## src/rtl/program_loader_if.sv

```systemverilog
// Command-stream and write-port bundle between the program loader and its surroundings.
// The loader side uses the master modport: it consumes the byte stream and drives
// the memory and register-file write ports. The system side uses the slave modport.
interface program_loader_if;
    logic [7:0]  in_data;
    logic        in_valid;
    logic        in_ready;
    logic        mem_we;
    logic [29:0] mem_addr;
    logic [31:0] mem_wdata;
    logic        rf_we;
    logic [4:0]  rf_waddr;
    logic [31:0] rf_wdata;

    modport master (
        input  in_data, in_valid,
        output in_ready, mem_we, mem_addr, mem_wdata, rf_we, rf_waddr, rf_wdata
    );

    modport slave (
        output in_data, in_valid,
        input  in_ready, mem_we, mem_addr, mem_wdata, rf_we, rf_waddr, rf_wdata
    );
endinterface

```

## src/rtl/program_loader.sv

```systemverilog
// Program loader: parses a byte command stream (MEM / REG / PC / START) and
// presets memory, the register file and the start PC while holding the machine
// in reset. START releases the machine; any protocol error parks the loader in ERR.
// Optional feature macro LOADER_CHECKSUM_EN: every MEM/REG/PC command carries a
// trailing XOR checksum byte over opcode and payload.
module program_loader #(
    parameter logic [29:0] DEFAULT_PC = 30'h00100000
) (
    input  logic              clk,
    input  logic              rst_n,
    program_loader_if.master  bus,
    output logic [29:0]       start_pc,
    output logic              machine_reset,
    output logic              error
);

    typedef enum logic [2:0] {
        IDLE, ADDR, IDX, DATA, WRITE, RUN, ERR
`ifdef LOADER_CHECKSUM_EN
        , CHK
`endif
    } state_t;

    typedef enum logic [1:0] {K_MEM, K_REG, K_PC} kind_t;

    state_t      state_q, state_d;
    kind_t       kind_q;
    logic [1:0]  cnt_q;
    logic [31:0] addr_q;
    logic [31:0] data_q;
    logic [4:0]  idx_q;
    logic [29:0] pc_q;
`ifdef LOADER_CHECKSUM_EN
    logic [7:0]  csum_q;
`endif

    logic fire;
    logic last_byte;
    logic misaligned;

    assign fire       = bus.in_valid & bus.in_ready;
    assign last_byte  = (cnt_q == 2'd3);
    assign misaligned = (kind_q == K_MEM) && (addr_q[1:0] != 2'b00);

    assign bus.mem_addr  = addr_q[31:2];
    assign bus.mem_wdata = data_q;
    assign bus.rf_waddr  = idx_q;
    assign bus.rf_wdata  = data_q;
    assign start_pc      = pc_q;

    // State register; reset discards any partially received command.
    always_ff @(posedge clk or negedge rst_n) begin
        if (!rst_n) state_q <= IDLE;
        else        state_q <= state_d;
    end

    // Next-state decode driven by accepted bytes.
    always_comb begin
        state_d = state_q;
        case (state_q)
            IDLE: begin
                if (fire) begin
                    case (bus.in_data)
                        8'h01, 8'h03: state_d = ADDR;
                        8'h02:        state_d = IDX;
                        8'h04:        state_d = RUN;
                        default:      state_d = ERR;
                    endcase
                end
            end
            ADDR: begin
                if (fire && last_byte) begin
                    if (kind_q == K_MEM) state_d = DATA;
`ifdef LOADER_CHECKSUM_EN
                    else                 state_d = CHK;
`else
                    else                 state_d = IDLE;
`endif
                end
            end
            IDX: begin
                if (fire) state_d = DATA;
            end
            DATA: begin
                if (fire && last_byte) begin
`ifdef LOADER_CHECKSUM_EN
                    state_d = CHK;
`else
                    state_d = misaligned ? ERR : WRITE;
`endif
                end
            end
`ifdef LOADER_CHECKSUM_EN
            CHK: begin
                if (fire) begin
                    if (bus.in_data != csum_q) state_d = ERR;
                    else if (kind_q == K_PC)   state_d = IDLE;
                    else                       state_d = misaligned ? ERR : WRITE;
                end
            end
`endif
            WRITE:   state_d = IDLE;
            RUN:     state_d = RUN;
            ERR:     state_d = ERR;
            default: state_d = ERR;
        endcase
    end

    // Output decode: handshake, one-cycle write strobes, run/error status.
    always_comb begin
        bus.in_ready  = 1'b0;
        bus.mem_we    = 1'b0;
        bus.rf_we     = 1'b0;
        error         = 1'b0;
        machine_reset = 1'b1;
        case (state_q)
            IDLE, ADDR, IDX, DATA: bus.in_ready = 1'b1;
`ifdef LOADER_CHECKSUM_EN
            CHK:                   bus.in_ready = 1'b1;
`endif
            WRITE: begin
                bus.mem_we = (kind_q == K_MEM);
                bus.rf_we  = (kind_q == K_REG);
            end
            RUN:     machine_reset = 1'b0;
            ERR:     error = 1'b1;
            default: ;
        endcase
    end

    // Field assembly: shift payload bytes MSB first, track command kind and start PC.
    always_ff @(posedge clk or negedge rst_n) begin
        if (!rst_n) begin
            kind_q <= K_MEM;
            cnt_q  <= 2'd0;
            addr_q <= 32'd0;
            data_q <= 32'd0;
            idx_q  <= 5'd0;
            pc_q   <= DEFAULT_PC;
`ifdef LOADER_CHECKSUM_EN
            csum_q <= 8'd0;
`endif
        end else if (fire) begin
            case (state_q)
                IDLE: begin
                    case (bus.in_data)
                        8'h01:   kind_q <= K_MEM;
                        8'h02:   kind_q <= K_REG;
                        default: kind_q <= K_PC;
                    endcase
                end
                ADDR: begin
                    addr_q <= {addr_q[23:0], bus.in_data};
                    cnt_q  <= cnt_q + 2'd1;
`ifndef LOADER_CHECKSUM_EN
                    if (last_byte && kind_q == K_PC)
                        pc_q <= {addr_q[23:0], bus.in_data[7:2]};
`endif
                end
                IDX: idx_q <= bus.in_data[4:0];
                DATA: begin
                    data_q <= {data_q[23:0], bus.in_data};
                    cnt_q  <= cnt_q + 2'd1;
                end
`ifdef LOADER_CHECKSUM_EN
                CHK: begin
                    if (kind_q == K_PC && bus.in_data == csum_q)
                        pc_q <= addr_q[31:2];
                end
`endif
                default: ;
            endcase
`ifdef LOADER_CHECKSUM_EN
            if (state_q == IDLE) csum_q <= bus.in_data;
            else                 csum_q <= csum_q ^ bus.in_data;
`endif
        end
    end

endmodule

```

## src/flat_wrapper.sv

```systemverilog
// flat-port wrapper written by rule: the top's interface ports become plain ports
module program_loader_flat 
#(
    parameter logic [29:0] DEFAULT_PC = 30'h00100000
)
  (clk, rst_n, start_pc, machine_reset, error, bus_in_data, bus_in_valid, bus_in_ready, bus_mem_we, bus_mem_addr, bus_mem_wdata, bus_rf_we, bus_rf_waddr, bus_rf_wdata);
  program_loader_if bus_i ();
  input  logic clk;
  input  logic rst_n;
  output logic [29:0] start_pc;
  output logic machine_reset;
  output logic error;
  input wire logic [$bits(bus_i.in_data)-1:0] bus_in_data;
  input wire logic [$bits(bus_i.in_valid)-1:0] bus_in_valid;
  output wire logic [$bits(bus_i.in_ready)-1:0] bus_in_ready;
  output wire logic [$bits(bus_i.mem_we)-1:0] bus_mem_we;
  output wire logic [$bits(bus_i.mem_addr)-1:0] bus_mem_addr;
  output wire logic [$bits(bus_i.mem_wdata)-1:0] bus_mem_wdata;
  output wire logic [$bits(bus_i.rf_we)-1:0] bus_rf_we;
  output wire logic [$bits(bus_i.rf_waddr)-1:0] bus_rf_waddr;
  output wire logic [$bits(bus_i.rf_wdata)-1:0] bus_rf_wdata;
  assign bus_i.in_data = bus_in_data;
  assign bus_i.in_valid = bus_in_valid;
  assign bus_in_ready = bus_i.in_ready;
  assign bus_mem_we = bus_i.mem_we;
  assign bus_mem_addr = bus_i.mem_addr;
  assign bus_mem_wdata = bus_i.mem_wdata;
  assign bus_rf_we = bus_i.rf_we;
  assign bus_rf_waddr = bus_i.rf_waddr;
  assign bus_rf_wdata = bus_i.rf_wdata;
  program_loader #(.DEFAULT_PC(DEFAULT_PC)) u_core (.clk(clk), .rst_n(rst_n), .bus(bus_i), .start_pc(start_pc), .machine_reset(machine_reset), .error(error));
endmodule
```

## config.mk

```make
export PLATFORM = sky130hd
export DESIGN_NAME = program_loader_flat
export DESIGN_NICKNAME = d
export VERILOG_FILES = /design/src/rtl/program_loader_if.sv /design/src/rtl/program_loader.sv /design/src/flat_wrapper.sv
export SDC_FILE = /design/constraint.sdc
export NUM_CORES = 1
export LEC_CHECK = 0
export ABC_AREA = 1
export BUFFER_PORTS_ARGS = -buffer_cell sky130_fd_sc_hd__clkbuf_2
export CORE_AREA = 4 4 93 130
export DETAILED_ROUTE_END_ITERATION = 12
export DIE_AREA = 0 0 97 134
export PLACE_DENSITY = 0.7
export SETUP_SLACK_MARGIN = 0.2
export SLEW_MARGIN = 10
export SYNTH_ARGS = -nofsm -noshare
export SYNTH_HDL_FRONTEND = slang
export SYNTH_SLANG_ARGS = --single-unit
```

## constraint.sdc

```tcl
create_clock -name clk -period 1.7 [get_ports clk]
set_clock_uncertainty 0.05 [all_clocks]
set_input_delay 0.085 -clock clk [delete_from_list [all_inputs] [get_ports clk]]
set_output_delay 0.085 -clock clk [all_outputs]
set_load 0.05 [all_outputs]
```

== Yosys cells after proc, flatten, opt, wreduce, memory -nomap -nowiden ==
Index checks and enable logic that the tools add are counted.

* Register bits: 106
* Input port bits: 11
* Output and inout bits: 134
* Logic and storage cells: 56

* $add $sub $neg: 1
* Equality and inequality tests: 17
* Muxes and demuxes: 14
* Bitwise gates (word level): 1
* Reduce and logical (&&, ||, !) cells: 16

{| class="wikitable"
|+ Operators by type and width
! operator !! count
|-
| $pmux W3 S6 || 1
|-
| $eq A8 B2 Y1 const B || 2
|-
| $mux W3 || 4
|-
| $reduce_and A2 Y1 || 5
|-
| $eq A3 B3 Y1 const B || 3
|-
| $pmux W3 S3 || 1
|-
| $eq A8 B1 Y1 const B || 1
|-
| $eq A8 B3 Y1 const B || 1
|-
| $ne A2 B1 Y1 const B || 4
|-
| $eq A3 B2 Y1 const B || 2
|-
| $mux W1 || 5
|-
| $eq A2 B2 Y1 const B || 2
|-
| $mux W2 || 2
|-
| $pmux W2 S2 || 1
|-
| $reduce_and A4 Y1 || 1
|-
| $reduce_or A2 Y1 || 2
|-
| $reduce_or A4 Y1 || 1
|-
| $eq A3 B1 Y1 const B || 1
|-
| $logic_and A1 B1 Y1 || 3
|-
| $logic_not A3 Y1 || 1
|-
| $reduce_and A3 Y1 || 1
|-
| $add A2 B1 Y2 const B || 1
|-
| $eq A2 B1 Y1 const B || 1
|-
| $logic_not A2 Y1 || 1
|-
| 2 further kinds || 2
|}

== Depth between registers and ports, before layout ==
Gate-level depths: netlist (run 1).

* Depth after elaboration: 7
* Depth in mapped cells: 9
* Gate-level depth less buffers: 9

== Least setup slack after synthesis (run 1) ==
OpenSTA, ideal clock, no wires.

* Kind: register to output
* Start point: register u_core.state_q[1]
* End point: output bus_mem_we
* Data arrival time: 1.751 ns
* Required time: 1.565 ns
* Path slack: -0.186 ns
* Stages on the path, launching flop included: 5
* Buffers on the path: 1
* Path through: dfrtp_1 > clkbuf_2 > nor2_1 > nand2_1 > nor3_1

* Word-level cells in the longest chain between the ends: 2

{| class="wikitable"
|+ Ends and longest elaborated chain
! item !! line !! RTL
|-
| start: declaration || program_loader.sv:26 || <nowiki>state_t state_q, state_d;</nowiki>
|-
| start signal: assignment || program_loader.sv:54 || <nowiki>else state_q <= state_d;</nowiki>
|-
| $eq A3 B3 Y1 || program_loader.sv:116 || <nowiki>case (state_q)</nowiki>
|-
| $mux W1 || program_loader.sv:116 ||
|-
| end: declaration || flat_wrapper.sv:16 || <nowiki>output wire logic [$bits(bus_i.mem_we)-1:0] bus_mem_we;</nowiki>
|}

Every way passes these cells.

== Worst setup path after layout (run 1) ==
Same ends and word-level chain as after synthesis.

==> results of run 1 <==
[stage by stage]
stage / setup WS (ns) / instance area [µm²] / std cells / setup TNS, ns
2_1_floorplan: -0.186 / 4830 / 471 / -0.371
3_3_place_gp: 0.187 / 5220 / 686 / 0
3_5_place_dp: 0.148 / 5220 / 686 / 0
4_1_cts: 0.0993 / 5710 / 712 / 0
5_1_grt: 0.0840 / 5800 / 716 / 0
6_report: 0.146 / 5800 / 716 / 0
[area by class of cell]
| type | instances | area, µm² |
|---|---|---|
| Inverter | 42 | 165 |
| Timing Repair Buffer | 167 | 992 |
| Sequential cell | 106 | 2660 |
| Clock inverter | 7 | 116 |
| Fill cell | 990 | 5060 |
| Multi-Input combinational cell | 244 | 1470 |
| Tap cell | 141 | 176 |
| Clock buffer | 9 | 225 |
[placed cells by master, fill, tap and decap left out, types with 10 or more instances in the layout]
master / count
sky130_fd_sc_hd__clkbuf_16: 10
sky130_fd_sc_hd__o21ai_0: 47
sky130_fd_sc_hd__nor2_1: 14
sky130_fd_sc_hd__mux2_2: 20
sky130_fd_sc_hd__o21ai_2: 30
sky130_fd_sc_hd__clkbuf_2: 139
sky130_fd_sc_hd__buf_4: 12
sky130_fd_sc_hd__dfrtp_1: 104
sky130_fd_sc_hd__inv_1: 39
sky130_fd_sc_hd__nand2_1: 96
[routing by layer]
metal / part of all wire [%] / global-route usage [%] / vias to the layer above
met5: 0 / 0 / -
met3: 4.6 / 3.64 / 18
met4: 2.6 / 7.34 / 0
li1: - / - / 1646
met1: 42 / 20.9 / 1616
met2: 51 / 27.0 / 104
[worst register-to-register path: cells and delay by family (launching register included)]
family / cells / cell delay (ns)
AND/OR/NAND/NOR: 2 / 0.33
flip-flops: 1 / 0.40
buffers and inverters: 3 / 0.55
AO/OA/AOI/OAI: 1 / 0.14
[state kept, by name (all words and copies together), names as in the netlist]
signal,flops
u_core.state_q,3
u_core.cnt_q,2
u_core.bus.rf_waddr,5
u_core.start_pc,30
u_core.addr_q,32
u_core.kind_q,2
u_core.bus.mem_wdata,32
[worst paths after layout]
kind	to	cells past startpoint
worst max-delay path	bus_mem_we	5
worst min-delay path	u_core.addr_q[5]$_DFFE_PN0P_	3
worst max register to register	u_core.start_pc[19]$_DFFE_PN0P_	6
worst min register to register	u_core.start_pc[25]$_DFFE_PN0P_	2
max in group asynchronous	u_core.start_pc[29]$_DFFE_PN0P_	3
min in group asynchronous	u_core.start_pc[16]$_DFFE_PN0P_	2
[timing repair]
item	4_1_cts	5_1_grt
hold buffers	6	0
setup buffers	4	2
pin swaps	5	5
setup endpoints to repair	36	90
gates cloned	0	2
gates resized for setup	16	13
hold endpoints to repair	39	0
[cell families (layout without fill, tap and decap cells)]
family | after synthesis | after routing
flops | 106 | 106
compound gates | 83 | 83
xor+xnor | 1 | 1
buf+inv | 122 | 225
simple gates | 135 | 136
fa+ha+maj | 1 | 1
mux | 23 | 23
==> flow_summary.html, run 1 <==
<table>
<tr><th>Metric</th><th>Value</th></tr>
<tr><th colspan="2">Final layout</th></tr>
<tr><td>Syn-to-layout area delta</td><td>20.2%</td></tr>
<tr><td>Ant diodes</td><td>0</td></tr>
<tr><td>Layout cells sized above 1</td><td>44.0%</td></tr>
<tr><td>Finished Core Util</td><td>53.4%</td></tr>
<tr><td>Total Nets Final</td><td>582</td></tr>
<tr><th colspan="2">Synth</th></tr>
<tr><td>Area fraction in compound gates after synthesis</td><td>10.9%</td></tr>
<tr><td>Synthesized-area fraction occupied by and/or/nand/nor cells</td><td>12.0%</td></tr>
<tr><td>Average cell area after synthesis</td><td>10.3 µm²</td></tr>
<tr><td>Largest area contributor in the synthesized netlist</td><td>sky130_fd_sc_hd__dfrtp_1</td></tr>
<tr><td>Net count after synthesis</td><td>483</td></tr>
<tr><td>Warnings, synthesis</td><td>0</td></tr>
<tr><td>Cell count after synthesis</td><td>471</td></tr>
<tr><td>Post-synthesis share of cell area spent on full adders, half adders and majority gates</td><td>0.259%</td></tr>
<tr><td>Number of enable flip-flop cells after synthesis</td><td>0</td></tr>
<tr><td>Mux contribution to synthesized area</td><td>5.60%</td></tr>
<tr><td>Register area share after synthesis</td><td>55.0%</td></tr>
<tr><td>Ranking of synthesized cells by instance count</td><td>105 x sky130_fd_sc_hd__dfrtp_1, 99 x sky130_fd_sc_hd__nand2_1, 66 x sky130_fd_sc_hd__buf_4</td></tr>
<tr><td>Most common cell in the synthesized netlist</td><td>sky130_fd_sc_hd__dfrtp_1</td></tr>
<tr><td>Largest family of logic cells by synthesized area</td><td>buffers and inverters</td></tr>
<tr><td>Cells taking the most area after synthesis</td><td>sky130_fd_sc_hd__dfrtp_1 54%, sky130_fd_sc_hd__buf_4 10%, sky130_fd_sc_hd__nand2_1 7.7%</td></tr>
<tr><td>Post-synthesis share of cell area spent on xor and xnor gates</td><td>0.181%</td></tr>
<tr><td>Predominant post-synthesis flop cell</td><td>sky130_fd_sc_hd__dfrtp_1</td></tr>
<tr><td>Post-synthesis cell type count</td><td>27</td></tr>
<tr><td>Number of synthesized register bits</td><td>106</td></tr>
<tr><td>Post-synthesis instance area</td><td>4830 µm²</td></tr>
<tr><td>Area share of the leading cell type in the synthesized netlist</td><td>54.4%</td></tr>
<tr><td>Share of flip-flops with an asynchronous set or reset after synthesis</td><td>100%</td></tr>
<tr><th colspan="2">Critical path</th></tr>
<tr><td>Worst setup startpoint</td><td>u_core.state_q[1]$_DFFE_PN0P_</td></tr>
<tr><td>Data required time of the worst path</td><td>1.56 ns</td></tr>
<tr><td>Setup slack of the most critical reg-to-reg path</td><td>0.18 ns</td></tr>
<tr><td>Slowest stage cell on the critical path</td><td>sky130_fd_sc_hd__dfrtp_1</td></tr>
<tr><td>Classification of the worst setup path</td><td>flop to output pin</td></tr>
<tr><td>Worst R2R Start</td><td>u_core.state_q[1]$_DFFE_PN0P_</td></tr>
<tr><td>CP peak stage delay</td><td>0.40 ns</td></tr>
<tr><td>Startpoint type of the worst setup path</td><td>flop</td></tr>
<tr><td>CP Capture Type</td><td>output pin</td></tr>
<tr><td>Sum of buffers and inverters on the critical path</td><td>2</td></tr>
<tr><td>CP Cell Sequence</td><td>buf_6, nor2_4, nand2_2, nor3_2, clkbuf_8</td></tr>
<tr><td>Arr. time, crit path</td><td>1.42 ns</td></tr>
<tr><td>Largest delay share family, worst path</td><td>flip-flops</td></tr>
<tr><td>Critical path peak fanout</td><td>5</td></tr>
<tr><th colspan="2">STA</th></tr>
<tr><td>Pins over their slew limit</td><td>0</td></tr>
<tr><td>Unrepaired setup endpoints after global routing</td><td>true</td></tr>
<tr><td>Count of final setup violators</td><td>0</td></tr>
<tr><td>Hold Fails Final Rpt</td><td>0</td></tr>
<tr><td>Max Freq</td><td>644 MHz</td></tr>
<tr><td>Min Clock Period, post-route</td><td>1.55 ns</td></tr>
<tr><td>Max-slew headroom at the worst pin</td><td>69.9%</td></tr>
<tr><td>Slew of the pin with the lowest slew margin</td><td>0.452 ns</td></tr>
<tr><td>Fin Hold WS</td><td>0.00268 ns</td></tr>
<tr><td>Period utilization</td><td>91.4%</td></tr>
<tr><th colspan="2">CTS</th></tr>
<tr><td>H-Tree Level Count</td><td>3</td></tr>
<tr><td>Clock latency on the worst-skew pair</td><td>0.35 ns</td></tr>
<tr><td>Num CTS Buffers</td><td>9</td></tr>
<tr><td>Clock tree from TritonCTS</td><td>built</td></tr>
<tr><td>CTS root buf</td><td>sky130_fd_sc_hd__clkbuf_16</td></tr>
<tr><td>Maximum clock insertion buffer count</td><td>2</td></tr>
<tr><td>Clock input transition at the sequential cells of the worst setup and hold paths</td><td>0.07 ns</td></tr>
<tr><td>Sink Count</td><td>106</td></tr>
<tr><th colspan="2">Floorplan</th></tr>
<tr><td>Initial standard-cell utilization of the core</td><td>44.4%</td></tr>
<tr><td>Area inside the core boundary</td><td>10,900 µm²</td></tr>
<tr><td>Die outline area</td><td>13,000 µm²</td></tr>
<tr><td>Die span in x</td><td>97 µm</td></tr>
<tr><td># rows</td><td>45</td></tr>
<tr><td>Height of the chip</td><td>134 µm</td></tr>
<tr><td>Boundary Pins</td><td>145</td></tr>
<tr><th colspan="2">Global route</th></tr>
<tr><td>Largest net degree at the start of global routing</td><td>54</td></tr>
<tr><td>First-pass GRT wire length</td><td>17,200 µm</td></tr>
<tr><td>Global route total overflow</td><td>0</td></tr>
<tr><td>Antenna violations before repair</td><td>0</td></tr>
<tr><td>Total global-route track usage</td><td>16.5%</td></tr>
<tr><td>Via count of the first global-routing pass</td><td>3,288</td></tr>
<tr><th colspan="2">Drt</th></tr>
<tr><td>Overall routed net length</td><td>10,900 µm</td></tr>
<tr><td>DR vias/cell</td><td>4.73</td></tr>
<tr><td>Wirelength per Cell</td><td>15.2 µm</td></tr>
<tr><td>ANT nets after route</td><td>0</td></tr>
<tr><td>Detailed-route via count</td><td>3,384</td></tr>
<tr><td>Initial DRC Count</td><td>134</td></tr>
<tr><td>Length of the first detailed-routing pass in iterations</td><td>4</td></tr>
<tr><td>Number of design rule violations left after detail routing</td><td>0</td></tr>
<tr><th colspan="2">Placed design</th></tr>
<tr><td>Gpl congestion</td><td>0.834</td></tr>
<tr><td>Placed wire-length estimate</td><td>7680 µm</td></tr>
<tr><td>Number of buffers inserted by port buffering</td><td>144</td></tr>
<tr><th colspan="2">Min path</th></tr>
<tr><td>Worst min-delay path startpoint</td><td>bus_in_data[5]</td></tr>
<tr><td>Class of the tightest hold or removal check</td><td>primary input to flop</td></tr>
<tr><th colspan="2">Run status</th></tr>
<tr><td>Result of the run</td><td>complete, no violations</td></tr>
<tr><th colspan="2">Flow run</th></tr>
<tr><td>Max Cap Viol</td><td>0</td></tr>
</table>
Power of run 1 is left out: the tool's default activity adds up to more than one toggle a clock period on the data nets, which glitch-free logic cannot reach.
==> run 2, diff against run 1 <==
--- a/config.mk
+++ b/config.mk
@@ -7,10 +7,10 @@
 export LEC_CHECK = 0
 export ABC_AREA = 1
 export BUFFER_PORTS_ARGS = -buffer_cell sky130_fd_sc_hd__clkbuf_2
-export CORE_AREA = 4 4 93 130
+export CORE_AREA = 4 4 87 122
 export DETAILED_ROUTE_END_ITERATION = 12
-export DIE_AREA = 0 0 97 134
-export PLACE_DENSITY = 0.7
+export DIE_AREA = 0 0 91 126
+export PLACE_DENSITY = 0.79
 export SETUP_SLACK_MARGIN = 0.2
 export SLEW_MARGIN = 10
 export SYNTH_ARGS = -nofsm -noshare
==> flow_summary.html, run 2 (synthesis gave the netlist of run 1 again) <==
<table>
<tr><th>Metric</th><th>Value</th></tr>
<tr><th colspan="2">CTS</th></tr>
<tr><td>Sink Count</td><td>106 (unchanged)</td></tr>
<tr><td>Num CTS Buffers</td><td>9 (unchanged)</td></tr>
<tr><td>Clock latency on the worst-skew pair</td><td>0.34 ns (was 0.35 ns)</td></tr>
<tr><td>Clock tree from TritonCTS</td><td>built (unchanged)</td></tr>
<tr><td>CTS root buf</td><td>sky130_fd_sc_hd__clkbuf_16 (unchanged)</td></tr>
<tr><td>Maximum clock insertion buffer count</td><td>2 (unchanged)</td></tr>
<tr><td>H-Tree Level Count</td><td>3 (unchanged)</td></tr>
<tr><td>Clock input transition at the sequential cells of the worst setup and hold paths</td><td>0.07 ns (about the same)</td></tr>
<tr><th colspan="2">Critical path</th></tr>
<tr><td>Worst R2R Start</td><td>u_core.state_q[0]$_DFFE_PN0P_ (was u_core.state_q[1]$_DFFE_PN0P_)</td></tr>
<tr><td>Startpoint type of the worst setup path</td><td>flop (unchanged)</td></tr>
<tr><td>Arr. time, crit path</td><td>1.43 ns (was 1.42 ns)</td></tr>
<tr><td>Classification of the worst setup path</td><td>flop to output pin (unchanged)</td></tr>
<tr><td>Critical path peak fanout</td><td>4 (was 5)</td></tr>
<tr><td>Worst setup startpoint</td><td>u_core.state_q[0]$_DFFE_PN0P_ (was u_core.state_q[1]$_DFFE_PN0P_)</td></tr>
<tr><td>CP Capture Type</td><td>output pin (unchanged)</td></tr>
<tr><td>Data required time of the worst path</td><td>1.56 ns (about the same)</td></tr>
<tr><th colspan="2">Drt</th></tr>
<tr><td>Length of the first detailed-routing pass in iterations</td><td>4 (unchanged)</td></tr>
<tr><td>Wirelength per Cell</td><td>16.0 µm (was 15.2 µm)</td></tr>
<tr><td>Initial DRC Count</td><td>170 (was 134)</td></tr>
<tr><td>ANT nets after route</td><td>0 (unchanged)</td></tr>
<tr><td>Number of design rule violations left after detail routing</td><td>0 (unchanged)</td></tr>
<tr><td>Overall routed net length</td><td>11,200 µm (was 10,900 µm)</td></tr>
<tr><td>Detailed-route via count</td><td>3,426 (was 3,384)</td></tr>
<tr><td>DR vias/cell</td><td>4.89 (was 4.73)</td></tr>
<tr><th colspan="2">Global route</th></tr>
<tr><td>Antenna violations before repair</td><td>0 (unchanged)</td></tr>
<tr><td>Global route total overflow</td><td>0 (unchanged)</td></tr>
<tr><td>First-pass GRT wire length</td><td>17,800 µm (was 17,200 µm)</td></tr>
<tr><td>Via count of the first global-routing pass</td><td>3,436 (was 3,288)</td></tr>
<tr><td>Total global-route track usage</td><td>19.4% (was 16.5%)</td></tr>
<tr><td>Largest net degree at the start of global routing</td><td>43 (was 54)</td></tr>
<tr><th colspan="2">Floorplan</th></tr>
<tr><td>Boundary Pins</td><td>145 (unchanged)</td></tr>
<tr><td>Height of the chip</td><td>126 µm (was 134 µm)</td></tr>
<tr><td>Die span in x</td><td>91 µm (was 97 µm)</td></tr>
<tr><td># rows</td><td>42 (was 45)</td></tr>
<tr><td>Initial standard-cell utilization of the core</td><td>51.0% (was 44.4%)</td></tr>
<tr><td>Die outline area</td><td>11,500 µm² (was 13,000 µm²)</td></tr>
<tr><td>Area inside the core boundary</td><td>9460 µm² (was 10,900 µm²)</td></tr>
<tr><th colspan="2">Placed design</th></tr>
<tr><td>Gpl congestion</td><td>0.893 (was 0.834)</td></tr>
<tr><td>Number of buffers inserted by port buffering</td><td>144 (unchanged)</td></tr>
<tr><td>Placed wire-length estimate</td><td>7740 µm (was 7680 µm)</td></tr>
<tr><td>Setup Slack @ Placement</td><td>0.127 ns (was 0.148 ns)</td></tr>
<tr><th colspan="2">STA</th></tr>
<tr><td>Max-slew headroom at the worst pin</td><td>74.7% (was 69.9%)</td></tr>
<tr><td>Hold Fails Final Rpt</td><td>0 (unchanged)</td></tr>
<tr><td>Pins over their slew limit</td><td>0 (unchanged)</td></tr>
<tr><td>Period utilization</td><td>92.1% (was 91.4%)</td></tr>
<tr><td>Setup WS post-layout</td><td>0.134 ns (was 0.146 ns)</td></tr>
<tr><td>Max Freq</td><td>639 MHz (was 644 MHz)</td></tr>
<tr><td>Count of final setup violators</td><td>0 (unchanged)</td></tr>
<tr><td>Min Clock Period, post-route</td><td>1.57 ns (was 1.55 ns)</td></tr>
<tr><td>Sum of negative setup slack</td><td>0 ns (unchanged)</td></tr>
<tr><td>Unrepaired setup endpoints after global routing</td><td>true (unchanged)</td></tr>
<tr><td>Slew of the pin with the lowest slew margin</td><td>0.379 ns (was 0.452 ns)</td></tr>
<tr><th colspan="2">Final layout</th></tr>
<tr><td>Layout cells sized above 1</td><td>46.5% (was 44.0%)</td></tr>
<tr><td>Leading cell type in the layout, fill and taps excluded</td><td>sky130_fd_sc_hd__clkbuf_2 (unchanged)</td></tr>
<tr><td>Finished Core Util</td><td>62.3% (was 53.4%)</td></tr>
<tr><td>Total Nets Final</td><td>598 (was 582)</td></tr>
<tr><td>Syn-to-layout area delta</td><td>22.0% (was 20.2%)</td></tr>
<tr><td>Ant diodes</td><td>0 (unchanged)</td></tr>
<tr><td>Top library cells by usage in the layout, fill and taps aside</td><td>139 x sky130_fd_sc_hd__clkbuf_2, 104 x sky130_fd_sc_hd__dfrtp_1, 93 x sky130_fd_sc_hd__nand2_1, 45 x sky130_fd_sc_hd__o21ai_0, 38 x sky130_fd_sc_hd__inv_1 (was 139 x sky130_fd_sc_hd__clkbuf_2, 104 x sky130_fd_sc_hd__dfrtp_1, 96 x sky130_fd_sc_hd__nand2_1, 47 x sky130_fd_sc_hd__o21ai_0, 39 x sky130_fd_sc_hd__inv_1)</td></tr>
<tr><th colspan="2">Flow run</th></tr>
<tr><td>Max Cap Viol</td><td>0 (unchanged)</td></tr>
<tr><th colspan="2">Min path</th></tr>
<tr><td>Worst min-delay path startpoint</td><td>bus_in_data[3] (was bus_in_data[5])</td></tr>
<tr><td>Class of the tightest hold or removal check</td><td>primary input to flop (unchanged)</td></tr>
<tr><th colspan="2">Run status</th></tr>
<tr><td>Result of the run</td><td>complete, no violations (unchanged)</td></tr>
</table>
[run 2: cell types whose count changed in the layout (fill, tap and decap cells not counted), moves of 2 or more]
cell,previous run,this run
sky130_fd_sc_hd__buf_4,12,22
sky130_fd_sc_hd__buf_12,2,5
sky130_fd_sc_hd__bufinv_16,3,0
sky130_fd_sc_hd__clkinv_4,0,3
sky130_fd_sc_hd__clkinvlp_4,1,4
sky130_fd_sc_hd__nand2_1,96,93
sky130_fd_sc_hd__nand2_2,3,6
sky130_fd_sc_hd__inv_6,2,0
sky130_fd_sc_hd__nor2_1,14,12
sky130_fd_sc_hd__o21ai_0,47,45
[run 2: through the flow]
stage,area (µm²),hold WS (ns),std cells
after global routing,5890,0.0318,701
after global placement,5220,-0.0232,656
final,5890,0.0228,701
after floorplan,4830,-0.261,471
after detailed placement,5220,-0.0155,656
after CTS,5740,0.0158,690
[run 2: final cells by class]
type                            count  area, µm²
Clock buffer                       10        239
Clock inverter                      6       42.5
Fill cell                         792       3570
Inverter                           42        169
Multi-Input combinational cell    244       1480
Sequential cell                   106       2660
Tap cell                          110        138
Timing Repair Buffer              182       1160
Timing Repair inverter              1       7.51
[run 2: critical path, stage by stage (launching register included)]
cell and delay, ns:
sky130_fd_sc_hd__dfrtp_2 0.41, sky130_fd_sc_hd__buf_6 0.13, sky130_fd_sc_hd__nor2_4 0.12, sky130_fd_sc_hd__nand2_2 0.08, sky130_fd_sc_hd__nor3_2 0.14, sky130_fd_sc_hd__clkbuf_8 0.21
[run 2: final timing paths]
path                            slack, ns                                   end  depth (start not counted)
max in group asynchronous            0.85       u_core.start_pc[20]$_DFFE_PN1P_                          3
worst min register to register       0.43        u_core.start_pc[9]$_DFFE_PN0P_                          2
worst min-delay path                 0.02          u_core.addr_q[3]$_DFFE_PN0P_                          3
worst max register to register       0.17        u_core.start_pc[4]$_DFFE_PN0P_                          7
min in group asynchronous            0.16  u_core.bus.mem_wdata[16]$_DFFE_PN0P_                          2
worst max-delay path                 0.13                            bus_mem_we                          5
[run 2: timing repair]
| action | 4_1_cts | 5_1_grt |
|---|---|---|
| buffers inserted | 9 | 9 |
| pin swaps | 2 | 7 |
| hold endpoints to repair | 112 | 0 |
| resized for setup | 17 | 23 |
| cloned | 2 | 2 |
| hold buffers | 7 | 0 |
| setup endpoints to repair | 51 | 77 |
[run 2: layer usage]
layer / global-route usage, % / vias up / part of all wire, %
met5: 0 / - / 0
met4: 6.22 / 0 / 1.5
met3: 3.52 / 15 / 4.0
met2: 34.7 / 89 / 55
met1: 23.5 / 1647 / 39
li1: - / 1675 / -
Power of run 2 is left out for the same reason.
